===== config.mk =====
export PLATFORM = sky130hd
export DESIGN_NAME = boron_inv_sbox_layer
export DESIGN_NICKNAME = d
export VERILOG_FILES = /design/src/rtl/boron_inv_sbox_layer.sv
export SDC_FILE = /design/constraint.sdc
export NUM_CORES = 1
export LEC_CHECK = 0
export CAP_MARGIN = 20
export CORE_MARGIN = 5
export CORE_UTILIZATION = 52
export DETAILED_ROUTE_END_ITERATION = 7
export PLACE_DENSITY_LB_ADDON = 0.12
export REMOVE_ABC_BUFFERS = 1
export SLEW_MARGIN = 20
export SYNTH_ARGS = -nofsm -noshare
export SYNTH_HDL_FRONTEND = slang
export SYNTH_SLANG_ARGS = --single-unit

===== constraint.sdc =====
create_clock -name clk -period 7.28 [get_ports clk]
set_input_delay 2.184 -clock clk [delete_from_list [all_inputs] [get_ports clk]]
set_output_delay 2.184 -clock clk [all_outputs]
set_load 0.05 [all_outputs]

===== src/rtl/boron_inv_sbox_layer.sv =====
// Nibble-serial 4-bit S-box layer over a 64-bit state, forward or inverse per block.
// LANES nibbles are substituted per cycle; 16/LANES cycles per block.
module boron_inv_sbox_layer #(
    parameter int LANES = 1
) (
    input  logic        clk,
    input  logic        rst_n,
    input  logic        in_valid,
    output logic        in_ready,
    input  logic [63:0] in_data,
    input  logic        dir,
    output logic        out_valid,
    input  logic        out_ready,
    output logic [63:0] out_data,
    output logic        busy
);

    localparam int GROUPS = 16 / LANES;
    localparam int CW     = (GROUPS > 1) ? $clog2(GROUPS) : 1;
    localparam logic [CW-1:0] LAST_CNT = CW'(GROUPS - 1);

    localparam logic [1:0] ST_IDLE = 2'd0;
    localparam logic [1:0] ST_SUB  = 2'd1;
    localparam logic [1:0] ST_DONE = 2'd2;

    logic [1:0]    r_state;
    logic [CW-1:0] r_cnt;
    logic          r_dir;
    logic [63:0]   r_work;
    logic          r_rst_done;
    logic [63:0]   w_next_work;

    function automatic logic [3:0] sbox_fwd(input logic [3:0] x);
        logic [3:0] y;
        case (x)
            4'h0: y = 4'hE;  4'h1: y = 4'h4;  4'h2: y = 4'hB;  4'h3: y = 4'h1;
            4'h4: y = 4'h7;  4'h5: y = 4'h9;  4'h6: y = 4'hC;  4'h7: y = 4'hA;
            4'h8: y = 4'hD;  4'h9: y = 4'h2;  4'hA: y = 4'h0;  4'hB: y = 4'hF;
            4'hC: y = 4'h8;  4'hD: y = 4'h5;  4'hE: y = 4'h3;  default: y = 4'h6;
        endcase
        return y;
    endfunction

    function automatic logic [3:0] sbox_inv(input logic [3:0] x);
        logic [3:0] y;
        case (x)
            4'h0: y = 4'hA;  4'h1: y = 4'h3;  4'h2: y = 4'h9;  4'h3: y = 4'hE;
            4'h4: y = 4'h1;  4'h5: y = 4'hD;  4'h6: y = 4'hF;  4'h7: y = 4'h4;
            4'h8: y = 4'hC;  4'h9: y = 4'h5;  4'hA: y = 4'h7;  4'hB: y = 4'h2;
            4'hC: y = 4'h6;  4'hD: y = 4'h8;  4'hE: y = 4'h0;  default: y = 4'hB;
        endcase
        return y;
    endfunction

    // NOTE: the default copy of r_work before the loop keeps every bit assigned on every path, so no latch is inferred.
    always_comb begin
        w_next_work = r_work;
        for (int j = 0; j < LANES; j++) begin
            w_next_work[(int'(r_cnt) * LANES + j) * 4 +: 4] =
                r_dir ? sbox_inv(r_work[(int'(r_cnt) * LANES + j) * 4 +: 4])
                      : sbox_fwd(r_work[(int'(r_cnt) * LANES + j) * 4 +: 4]);
        end
    end

    // NOTE: non-blocking assignments keep every register reading pre-edge values, independent of statement order.
    always_ff @(posedge clk or negedge rst_n) begin
        if (!rst_n) begin
            r_state    <= ST_IDLE;
            r_cnt      <= '0;
            r_dir      <= 1'b0;
            r_work     <= '0;
            r_rst_done <= 1'b0;
        end else begin
            r_rst_done <= 1'b1;
            case (r_state)
                ST_IDLE: begin
                    if (in_valid && in_ready) begin
                        r_work  <= in_data;
                        r_dir   <= dir;
                        r_cnt   <= '0;
                        r_state <= ST_SUB;
                    end
                end
                ST_SUB: begin
                    r_work <= w_next_work;
                    if (r_cnt == LAST_CNT) begin
                        r_state <= ST_DONE;
                    end else begin
                        r_cnt <= r_cnt + CW'(1);
                    end
                end
                ST_DONE: begin
                    if (out_ready) begin
                        r_state <= ST_IDLE;
                    end
                end
                default: r_state <= ST_IDLE;
            endcase
        end
    end

    // in_ready is held low until the first edge after reset release.
    assign in_ready  = (r_state == ST_IDLE) && r_rst_done;
    assign out_valid = (r_state == ST_DONE);
    assign busy      = (r_state == ST_SUB) || (r_state == ST_DONE);
    assign out_data  = r_work;

endmodule

; Yosys cells after proc, flatten, opt, wreduce, memory -nomap -nowiden
; Memories as Yosys holds them, arrays and structs flattened.
; Cells that the tools add are included.
[word_totals]
in_bits = 69
rom_bits = 128
reg_bits = 72
latch_bits = 0
ram_bits = 0
memories = 2
out_inout_bits = 67
elab_cells = 39
[memory_table]
columns = name, words, width, rd, rd_ports_with_merged_regs, write_ports, line
row1 = (no name shown), 16, 4, 1, 0, 0, 46  ; case (x)
row2 = (no name shown), 16, 4, 1, 0, 0, 35  ; case (x)
[classes]
div = 0
n_mux = 11
shift = 3
n_lt_le_gt_ge = 0
add_sub_neg = 2
n_bitwise = 0
n_eq_ne = 7
n_mul = 0
n_reduce_logical = 9
[op_table]
columns = op, count
row1 = case mux 64 bit (2 select lines), 1
row2 = bitwise mux 64 bit, 1
row3 = two-way mux 64 bit, 1
row4 = "variable shift 4 x 33 -> 64 bit, first input constant", 1
row5 = indexed part select 4 x 33 -> 64 bit, 1
row6 = indexed part select 64 x 7 -> 4 bit, 1
row7 = negation 6 -> 33 bit, 1
row8 = two-way mux 4 bit, 3
row9 = case mux 4 bit (2 select lines), 1
row10 = two-way mux 2 bit, 3
row11 = "!= test 2 bit, second input constant", 3
row12 = case mux 2 bit (3 select lines), 1
row13 = AND reduction 3 bit, 2
row14 = "adder 4 x 1 -> 4 bit, second input constant", 1
row15 = "equality test 4 bit, second input constant", 1
row16 = AND reduction 2 bit, 2
row17 = "equality test 2 x 1 -> 1 bit, second input constant", 1
row18 = "equality test 2 bit, second input constant", 1
row19 = logical AND 1 bit, 2
row20 = logical NOT 2 bit, 1
row21 = "!= test 2 x 1 -> 1 bit, second input constant", 1
row22 = nonzero test 2 bit, 1
row23 = logical OR 1 bit, 1

; Longest topological paths before layout
; Gate-level depths: netlist (run 1).
; An unclocked memory read counts as a cell.
[depth]
ltp_word = 6
mapped_depth = 15

; Worst setup path after synthesis (run 1)
; OpenSTA, ideal clock, no wires.
[synth_path]
path_type = input-to-reg
startpoint = input in_valid
endpoint = register r_work[36], in the netlist out_data[36]
setup_time_ps = 128
t_arrival_ps = 3395
cell_stages = 7
setup_slack_ps = 3757
path_cell_list = nand3_1 o21ai_0 clkbuf_1 clkbuf_1 o21ai_0 a21oi_1 o21ai_0
[synth_via]
elab_chain_len = 3
[synth_rtl]
columns = item, line
row1 = from (decl), 8  ; input logic in_valid,
row2 = logical AND 1 bit, 77  ; if (in_valid && in_ready) begin
row3 = != test 2 bit (no line), -
row4 = AND reduction 2 bit (no line), -
row5 = to (signal assigned), 78  ; r_work <= in_data;
row6 = to (signal assigned), 85  ; r_work <= w_next_work;
row7 = to (decl), 29  ; logic [63:0] r_work;
; No other way between the ends.
; A chain may end at the register's enable or synchronous reset.

; Final worst setup path (run 1)
[layout_path]
startpoint = register r_state[0]
endpoint = output in_ready
[layout_via]
elab_chain_len = 2
[layout_rtl]
columns = item, line
row1 = from (decl), 26  ; logic [1:0] r_state;
row2 = from (signal assigned), 68  ; r_state <= ST_IDLE;
row3 = from (signal assigned), 81  ; r_state <= ST_SUB;
row4 = from (signal assigned), 87  ; r_state <= ST_DONE;
row5 = logical NOT 2 bit, 103  ; assign in_ready = (r_state == ST_IDLE) && r_rst_done;
row6 = logical AND 1 bit, 103
row7 = to (decl), 9  ; output logic in_ready,
; No other way between the ends.

==> run metrics, run 1 <==
outcome finished, final reports clean; global routing usage on met3 0.0630; crit path kind register to output pin; hold crit path type register to register; Layout Area Growth over Synthesis 32.3%; Antenna Cells 0; CP Data Arrival Time roughly 2.2 ns; EDFF count, synth 0; initial antenna violation count 0; CTS tree built; M1 GR Usage 0.382; crit path time final 4.35 ns; Final Skew 0.00960 ns; crit share post-route 0.598; vias after detailed routing 4674; Placement Rows 34; Final nets ~720; compound-cell area share of the yosys netlist 0.233; worst slew pin tran around 0.94 ns; Synth Instances 520; Critical R2R Launch r_cnt[0]$_DFFE_PN0P_; Synth Warn # 0; number of synthesized register bits 72; layout cells sized above 1 0.0764; ys flop type dfrtp_1; vias in the first global route ~4.8k; first-pass GRT wire length approximately 25000 um; Port Buf Inserts roughly 140; Iteration-0 DRC Markers between 500 and 600; via-per-instance ratio 6.24; drt drc 0; Reg clk slew, reported paths 0.08 ns; clock latency on the worst-skew pair roughly 0.35 ns; RR Endpoint out_data[15]$_DFFE_PN0P_; setup TNS 0 ns; min-delay src out_data[54]$_DFFE_PN0P_; max-slew violations 0; CP Launch Type register; flop-to-flop setup slack 3.43 ns; Die H between 100 and 150 um; drt first pass iters 7; Seq/Total Area, Yosys 0.382; post-CTS resize count 0; Top Ports 136; Most Used Layer, Global Route met2; grt ovf 0; main combinational cell family by area after synthesis compound AO/OA/AOI/OAI gates; Starting Density 0.538; Synth Area in XOR/XNOR 0.00186; routability congestion estimate between 0.9 and 1; critical path required time between 5 and 6 ns; Mapped Area 0.00471 mm^2; cells on worst reg2reg path 12; final setup vio count 0; RSZ-0062 raised after global routing no; post-synthesis mux area share 0.0977; HPWL after DPL 10700 um; fraction of registers with async set/reset 1.00; Final Hold Violating Endpoints 0; adder-cell share of the synthesized area 0.0451; Setup crit end kind output pin; gr usage total 0.275; die area 0.0111 mm^2; TritonCTS buffer count 9; synthesized area per cell 9.07 um^2; hold-fix buffer count after cts 0; largest net degree at the start of global routing 75; maximum fanout along the worst path 7; CTS sink cnt 72; hold path cells 2; die width 105 um; crit-path max cell delay 0.79 ns; CTS Root Cell clkbuf_8; Max Root-Sink Buffers 2; final wirelength 15200 um; Antenna Nets Post-Route 0; simple-gate share of the synthesized area 0.185; H-tree depth 3; Max Freq 230 MHz; synth unique cells 52; Post-CTS Setup Bufs 0; Max transition margin 0.376; Hold Path End out_data[54]$_DFFE_PN0P_; Layout fillers 689; Max-Cap Viols 0; routed length per placed instance 20.3 um; core area around 0.0088 mm^2; cell at the slowest stage of the critical path clkdlybuf4s50_1; GR Layer Usage met2 0.429; critical path, cell by cell inv_1, ha_1, and2_1, clkdlybuf4s50_1
-- placed cells by master (no fill, tap or decap), types with 4 or more instances in the layout --
cell type / Yosys / layout
a21boi_0: 12 / 12
a21oi_1: 59 / 59
a22o_1: 5 / 5
a31oi_1: 6 / 6
and2_1: 9 / 9
and3_1: 52 / 52
buf_4: 1 / 4
clkbuf_8: 0 / 10
clkdlybuf4s50_1: 0 / 134
dfrtp_1: 72 / 72
ha_1: 17 / 17
inv_1: 19 / 19
mux2_2: 4 / 4
mux2i_1: 10 / 10
mux4_2: 14 / 14
nand2_1: 28 / 28
nand3_1: 19 / 19
nand4_1: 4 / 4
nor2_1: 27 / 27
nor2b_1: 5 / 5
o21ai_0: 56 / 55
o21ai_1: 15 / 15
o22ai_1: 9 / 9
o22ai_2: 5 / 5
-- synthesized netlist by cell type, types with 6 or more instances --
cell type	n	area, um^2
o22ai_1	9	56.3
and2_1	9	56.3
ha_1	17	213
nor2_1	27	101
dfrtp_1	72	1800
and3_1	52	325
a21boi_0	12	90.1
o21ai_1	15	75.1
buf_2	6	30.0
a21oi_1	59	295
nand3_1	19	95.1
nand2_1	28	105
a31oi_1	6	37.5
mux2i_1	10	100
mux4_2	14	315
inv_1	19	71.3
o21ai_0	56	280
clkbuf_1	21	78.8
-- worst max-delay path: cells and delay by family (launching register included) --
kind,cells,cell delay (ns)
DFF,1,0.39
adders and majority gates,1,0.34
buffers and inverters,2,0.92
and+or+nand+nor,1,0.17
-- cell families (layout without fill, tap and decap cells) --
| group | after synthesis | after routing |
|---|---|---|
| DFF | 72 | 72 |
| muxes | 28 | 28 |
| AOI/OAI and AO/OA | 185 | 185 |
| xor gates and xnor gates | 1 | 1 |
| adders and majority gates | 17 | 17 |
| and+or+nand+nor | 163 | 163 |
| other | 1 | 1 |
| buffers and inverters | 53 | 174 |
-- cell type report --
class,count,area [um^2],share of cell area
multi-input combinational,395,2670,0.428
sequential,72,1800,0.289
timing repair buffer,139,1380,0.221
clock buffer,11,141,0.0227
tap,108,135,0.0217
inverter,19,71.3,0.0114
clock inverter,5,40.0,0.00642
-- state kept, by name, indices dropped and copies added, names as in the netlist --
name	count
out_data	64
r_cnt	4
r_state	2
r_dir	1
r_rst_done	1
-- worst max-delay path by stage --
stage / start / end / slack, ns / depth (start not counted)
floorplan: r_state[1]$_DFFE_PN0P_ / out_data[62]$_DFFE_PN0P_ / 1.73 / 7
global placement: in_valid / out_data[62]$_DFFE_PN0P_ / 2.87 / 7
detailed placement: in_valid / out_data[62]$_DFFE_PN0P_ / 2.76 / 7
CTS: r_state[0]$_DFFE_PN0P_ / in_ready / 2.92 / 4
global route: r_state[1]$_DFFE_PN0P_ / in_ready / 2.83 / 4
finish: r_state[0]$_DFFE_PN0P_ / in_ready / 2.93 / 4
-- per-stage QoR --
stage	setup slack, ns	hold slack [ns]	cells	cell area, um^2	util
after CTS	2.92	0.533	749	6230	0.711
final	2.93	0.530	749	6240	0.712
after detailed placement	2.76	0.517	733	6050	0.691
after global routing	2.83	0.567	749	6240	0.712
after global placement	2.87	0.500	733	6050	0.691
after floorplan	1.73	0.486	486	4530	-
-- routing by layer --
layer / routed length, um / vias up
li1: - / 2143
met1: 6400 / 2259
met2: 7140 / 239
met3: 1300 / 33
met4: 318 / 0
met5: 0 / -
Power of run 1 is left out: the tool's default activity adds up to more than one toggle a clock period on the data nets, which glitch-free logic cannot reach.
==> inputs of run 2 (changes only) <==
--- a/config.mk
+++ b/config.mk
@@ -7,7 +7,7 @@
 export LEC_CHECK = 0
 export CAP_MARGIN = 20
 export CORE_MARGIN = 5
-export CORE_UTILIZATION = 52
+export CORE_UTILIZATION = 44
 export DETAILED_ROUTE_END_ITERATION = 7
 export PLACE_DENSITY_LB_ADDON = 0.12
 export REMOVE_ABC_BUFFERS = 1
==> constraint.sdc (replaced) <==
create_clock -name clk -period 3.97 [get_ports clk]
set_input_delay 1.191 -clock clk [delete_from_list [all_inputs] [get_ports clk]]
set_output_delay 1.191 -clock clk [all_outputs]
set_load 0.05 [all_outputs]
==> run 2 against run 1 <==
Critical path type is now register to register. Clock skew is 0.0034 ns higher. Largest cell class unchanged. Non-clock buffer count up 9. Critical endpoint is now out_data[17]$_DFFE_PN0P_. First-iteration DRC count fell by 28%. Count of clock-buffer cells in the layout did not move. Critical path depth up 5. Die area is 16% higher. Utilization decreased by 9.7 points. Flip-flop and latch count unchanged.
==> run metrics, run 2 (same netlist as run 1, synthesis figures left out) <==
CTS tree built; Antenna Nets Post-Route 0 (unchanged); final core utilization 0.615 (-0.0967); Setup crit end kind register; routed length per placed instance 20.0 um (-1.3%); placed cells 770 (+5.0%); Layout fillers 906 (+31%); final wirelength 15700 um (+3.6%); outcome finished, final reports clean; hold crit path type register to register; crit share post-route 0.916; worst slew pin tran 0.922 ns (-0.0136 ns); Antenna Cells 0 (unchanged); vias after detailed routing 4725 (+1.1%); maximum fanout along the worst path 19 (+12); Reg clk slew, reported paths 0.09 ns (about the same); vias in the first global route 4665 (-3.0%); most frequent cells in the layout 134 x clkdlybuf4s50_1, 72 x dfrtp_1, 59 x a21oi_1; TritonCTS buffer count 9 (unchanged); global routing usage on met3 0.0472 (-0.0157); CTS Root Cell clkbuf_8; Top Ports 136 (unchanged); die area 0.0129 mm^2 (+16%); grt ovf 0 (unchanged); critical path, cell by cell mux4_2, a22oi_1, nand3_1, inv_1, ha_1, nand3_1, o21ai_0, mux4_2, o21ai_0; critical path required time 4.24 ns (-0.86 ns); crit path kind register to register; HPWL after DPL 11500 um (+7.3%); Post-CTS Setup Bufs 0 (unchanged); CP Launch Type register; Final Skew 0.0130 ns (+0.00338 ns); drt first pass iters 5 (-2); flop-to-flop setup slack 0.33 ns (-3.10 ns); CTS sink cnt 72 (unchanged); Port Buf Inserts 135 (unchanged); CP Data Arrival Time 3.91 ns (+1.74 ns); Die H 114 um (+7.9%); cell at the slowest stage of the critical path dfrtp_1; hold_ws 0.524 ns (-0.00549 ns); Max-Cap Viols 0 (unchanged); routability congestion estimate 0.872 (-3.6%); Placement Rows 37 (+8.8%); Final Hold Violating Endpoints 0 (unchanged); Max Freq 275 MHz; commonest non-fill, non-tap cell in the layout clkdlybuf4s50_1; setup TNS 0 ns (unchanged); M1 GR Usage 0.335 (-0.0466); initial antenna violation count 0 (unchanged); Iteration-0 DRC Markers 380 (-28%); first-pass GRT wire length 24900 um (about the same); Final Non-Filler Cells 786 (+4.9%); Max Root-Sink Buffers 2 (unchanged); max FFs per register 64 (unchanged); Max transition margin 0.385 (+0.00907); hold-fix buffer count after cts 0 (unchanged); crit path time final 3.64 ns; via-per-instance ratio 6.01 (-3.7%); GR Layer Usage met2 0.386 (-0.0431); Most Used Layer, Global Route met2; crit-path max cell delay 0.86 ns (+0.07 ns); max-slew violations 0 (unchanged); drt drc 0 (unchanged); core area 0.0104 mm^2 (+18%); RSZ-0062 raised after global routing no; layout cells sized above 1 0.0862 (+0.00971); post-CTS resize count 0 (unchanged); final setup vio count 0 (unchanged); die width 114 um (+7.9%); H-tree depth 3 (unchanged); clock latency on the worst-skew pair 0.36 ns (about the same); Layout Area Growth over Synthesis 35.3%; Starting Density 0.455 (-0.0833); Final nets 731 (+1.2%); gr usage total 0.242 (-0.0334); largest net degree at the start of global routing 73 (-2.7%)
==> run 2: worst paths after layout <==
check,from,to,cells past startpoint
worst max-delay path,r_cnt[1]$_DFFE_PN0P_,out_data[17]$_DFFE_PN0P_,9
max in group asynchronous,rst_n,out_data[54]$_DFFE_PN0P_,2
worst min-delay path,out_data[18]$_DFFE_PN0P_,out_data[18]$_DFFE_PN0P_,2
worst max register to register,r_cnt[1]$_DFFE_PN0P_,out_data[17]$_DFFE_PN0P_,9
min in group asynchronous,rst_n,out_data[47]$_DFFE_PN0P_,2
worst min register to register,out_data[18]$_DFFE_PN0P_,out_data[18]$_DFFE_PN0P_,2
==> run 2: stage by stage <==
step / setup WS [ns] / cell area (um^2)
4_1_cts: 0.360 / 6380
2_1_floorplan: -1.58 / 4530
3_3_place_gp: 0.575 / 6170
6_report: 0.333 / 6380
5_1_grt: 0.161 / 6380
3_5_place_dp: 0.381 / 6170
==> run 2: worst max-delay path: cells and delay by family (launching register included) <==
kind | cells | cell delay (ns)
flip-flops | 1 | 0.86
buffers and inverters | 1 | 0.25
AND/OR/NAND/NOR | 2 | 0.41
AO/OA/AOI/OAI | 3 | 0.62
adder cells (fa/ha/maj) | 1 | 0.29
multiplexers | 2 | 1.10
==> run 2: layout make-up <==
class | instances | area [um^2] | area share
Multi-Input combinational cell | 395 | 2670 | 0.418
Sequential cell | 72 | 1800 | 0.282
Timing Repair Buffer | 148 | 1460 | 0.228
Tap cell | 136 | 170 | 0.0267
Clock buffer | 11 | 131 | 0.0206
Clock inverter | 5 | 81.3 | 0.0127
Inverter | 19 | 71.3 | 0.0112
==> run 2: routing by layer <==
metal	wire, um	vias up
li1	-	2172
met1	6890	2312
met2	7470	216
met3	1090	25
met4	267	0
met5	0	-
Power of run 2 is left out for the same reason.
==> inputs of run 3 (changes only) <==
--- a/config.mk
+++ b/config.mk
@@ -5,9 +5,10 @@
 export SDC_FILE = /design/constraint.sdc
 export NUM_CORES = 1
 export LEC_CHECK = 0
+export ABC_AREA = 1
 export CAP_MARGIN = 20
 export CORE_MARGIN = 5
-export CORE_UTILIZATION = 44
+export CORE_UTILIZATION = 45
 export DETAILED_ROUTE_END_ITERATION = 7
 export PLACE_DENSITY_LB_ADDON = 0.12
 export REMOVE_ABC_BUFFERS = 1
==> run 3 against run 2 <==
Synthesized cell count grew 46%. Wire length grew 21%. Worst setup slack gained 0.33 ns. Utilization grew 1.4 points. Cell area grew 7.8%. Worst hold slack gained 0.0066 ns. Global-route usage grew 5.2 points. Highest routed layer unchanged. Largest cell class unchanged. Flip-flop and latch count is the same. Die area grew 4.8%. Via count grew 24%. Register-to-register slack gained 0.33 ns. Count of clock-buffer cells in the layout grew 2.
==> run metrics, run 3 <==
outcome finished, final reports clean; largest net degree at the start of global routing 83 (+14%); wire length on met1 8070 um (+17%); via-per-instance ratio 5.68 (-5.4%); fraction of registers with async set/reset 1.00 (unchanged); Reg clk slew, reported paths 0.06 ns (-0.03 ns); Worst Slack Setup Final 0.667 ns (+0.334 ns); Layout fillers 1032 (+14%); Max Freq 303 MHz (+10%); CTS tree built; drt first pass iters 5 (unchanged); Iteration-0 DRC Markers 607 (+60%); die width 116 um (+2.4%); CP Data Arrival Time 3.57 ns (-0.34 ns); RSZ-0062 raised after global routing no; Placement Rows 38 (+2.7%); Setup crit end kind register; Max transition margin 0.433 (+0.0477); main combinational cell family by area after synthesis simple AND/OR/NAND/NOR gates; adder-cell share of the synthesized area 0.0419 (-0.00319); vias in the first global route 5800 (+24%); EDFF count, synth 0 (unchanged); Antenna Cells 0 (unchanged); final wirelength 19000 um (+21%); count leader, synth a21oi_1; Synth Instances 757 (+46%); CTS Root Cell clkbuf_16; synth top area cells dfrtp_1 36%, a21oi_1 15%, nand2_1 10%; max-slew violations 0 (unchanged); most frequent cells in the layout 147 x a21oi_1, 141 x nand2_1, 134 x clkdlybuf4s50_1; crit path kind register to register; max FFs per register 64 (unchanged); Top Ports 136 (unchanged); HPWL after DPL 14500 um (+26%); largest delay contributor family on the critical path buffers and inverters; first-pass GRT wire length 30400 um (+22%); Starting Density 0.464 (+0.00933); synth unique cells 31 (-40%); post-synthesis mux area share 0 (-0.0977); routed length per placed instance 18.5 um (-7.5%); Synth Area in XOR/XNOR 0.00173 (-0.000131); post-route cell area 0.00688 mm^2 (+7.8%); post-synth top area share 0.355 (-0.0270); Final Skew 0.00676 ns (-0.00623 ns); setup slack at placement 0.730 ns (+0.349 ns); Synth Warn # 0 (unchanged); grt ovf 0 (unchanged); Final Hold Violating Endpoints 0 (unchanged); critical path, cell by cell inv_1, buf_4, ha_1, clkinv_1, nor2_1, inv_1, nor3_1, nand2_1, a21oi_1; layout cells sized above 1 0.0584 (-0.0277); H-tree depth 3 (unchanged); TritonCTS buffer count 9 (unchanged); Port Buf Inserts 135 (unchanged); Mapped Area 0.00507 mm^2 (+7.6%); area of the multi-input gates 0.00283 mm^2 (+6.0%); Final nets 972 (+33%); hold-fix buffer count after cts 0 (unchanged); commonest non-fill, non-tap cell in the layout a21oi_1; simple-gate share of the synthesized area 0.336 (+0.151); synthesized area per cell 6.70 um^2 (-26%); final setup vio count 0 (unchanged); CTS sink cnt 72 (unchanged); clock latency on the worst-skew pair 0.35 ns (about the same); area post-placement 0.00657 mm^2 (+6.5%); gr usage total 0.294 (+0.0517); top routing layer used met4; compound-cell area share of the yosys netlist 0.177 (-0.0562); Synth top cells by count 147 x a21oi_1, 141 x nand2_1, 122 x nor2_1, 83 x inv_1, 72 x dfrtp_1; Detail Route met2 WL 8870 um (+19%); Max Root-Sink Buffers 2 (unchanged); worst slew pin tran 0.851 ns (-0.0715 ns); met3 WL 1360 um (+25%); cell at the slowest stage of the critical path nor2_1; crit share post-route 0.832 (-0.0841); Antenna Nets Post-Route 0 (unchanged); post-CTS resize count 0 (unchanged); critical path required time 4.24 ns (about the same); core area 0.0109 mm^2 (+5.5%); drt drc 0 (unchanged); post-synth top area cell dfrtp_1; Max-Cap Viols 0 (unchanged); storage element area 0.00180 mm^2 (unchanged); ys flop type dfrtp_1; flop-to-flop setup slack 0.67 ns (+0.33 ns); critical path's most frequent cell inv_1; WP buf/inv 4 (+3); maximum fanout along the worst path 17 (-2); Die H 116 um (+2.4%); crit-path max cell delay 0.70 ns (-0.16 ns); die area 0.0135 mm^2 (+4.8%); vias after detailed routing 5855 (+24%); initial antenna violation count 0 (unchanged); Layout Area Growth over Synthesis 35.5%; hold crit path type register to register; routability congestion estimate 0.935 (+7.2%); Post-CTS Setup Bufs 0 (unchanged); crit path time final 3.30 ns (-0.334 ns); Seq/Total Area, Yosys 0.355 (-0.0270); CP Launch Type register; number of synthesized register bits 72 (unchanged)
[run 3: cell types whose count changed after synthesis, sizes merged, moves of 13 or more]
| cell | before | now |
|---|---|---|
| a21oi | 59 | 148 |
| and3 | 52 | 0 |
| inv | 19 | 87 |
| mux4 | 14 | 0 |
| nand2 | 28 | 143 |
| nand3 | 19 | 70 |
| nand4 | 4 | 27 |
| nor2 | 27 | 133 |
| o21ai | 71 | 6 |
| o22ai | 14 | 1 |
[run 3: kinds of logic after synthesis]
group / Yosys count
simple gates: 381
compound gates: 170
buf+inv: 115
flops: 72
fa+ha+maj: 17
xor+xnor: 1
other cells: 1
[run 3: cell type report]
class | instances | share of cell area
timing repair buffer | 145 | 0.209
clock inverter | 2 | 0.00546
sequential | 72 | 0.262
multi-input combinational | 570 | 0.411
clock buffer | 13 | 0.0393
tap | 140 | 0.0255
inverter | 88 | 0.0480
[run 3: worst reg2reg max path: stages (launching register included)]
cell and delay [ns]:
dfrtp_1 0.38, inv_1 0.34, buf_4 0.24, ha_1 0.28, clkinv_1 0.50, nor2_1 0.70
inv_1 0.15, nor3_1 0.36, nand2_1 0.13, a21oi_1 0.15
[run 3: per-stage QoR]
step / std cells / util / hold slack [ns] / TNS (ns)
after floorplan: 730 / - / 0.478 / -20.38
after global placement: 1015 / 0.601 / 0.498 / 0
after detailed placement: 1015 / 0.601 / 0.527 / 0
after CTS: 1030 / 0.629 / 0.540 / 0
after global routing: 1030 / 0.629 / 0.582 / 0
final: 1030 / 0.629 / 0.531 / 0
[run 3: path summary, 6_finish.rpt]
kind,startpoint,endpoint,cells past startpoint
min in group asynchronous,rst_n,r_state[0]$_DFFE_PN0P_,1
setup reg to reg,r_cnt[0]$_DFFE_PN0P_,out_data[40]$_DFFE_PN0P_,9
max in group asynchronous,rst_n,out_data[32]$_DFFE_PN0P_,2
setup / recovery,r_cnt[0]$_DFFE_PN0P_,out_data[40]$_DFFE_PN0P_,9
hold / removal,r_state[1]$_DFFE_PN0P_,r_state[1]$_DFFE_PN0P_,2
hold reg to reg,r_state[1]$_DFFE_PN0P_,r_state[1]$_DFFE_PN0P_,2
[run 3: metal layers]
metal | vias to the layer above | track usage
met3 | 63 | 0.0482
met1 | 2717 | 0.391
met4 | 0 | 0.149
met2 | 307 | 0.463
li1 | 2768 | -
met5 | - | 0
Power of run 3 is left out for the same reason.
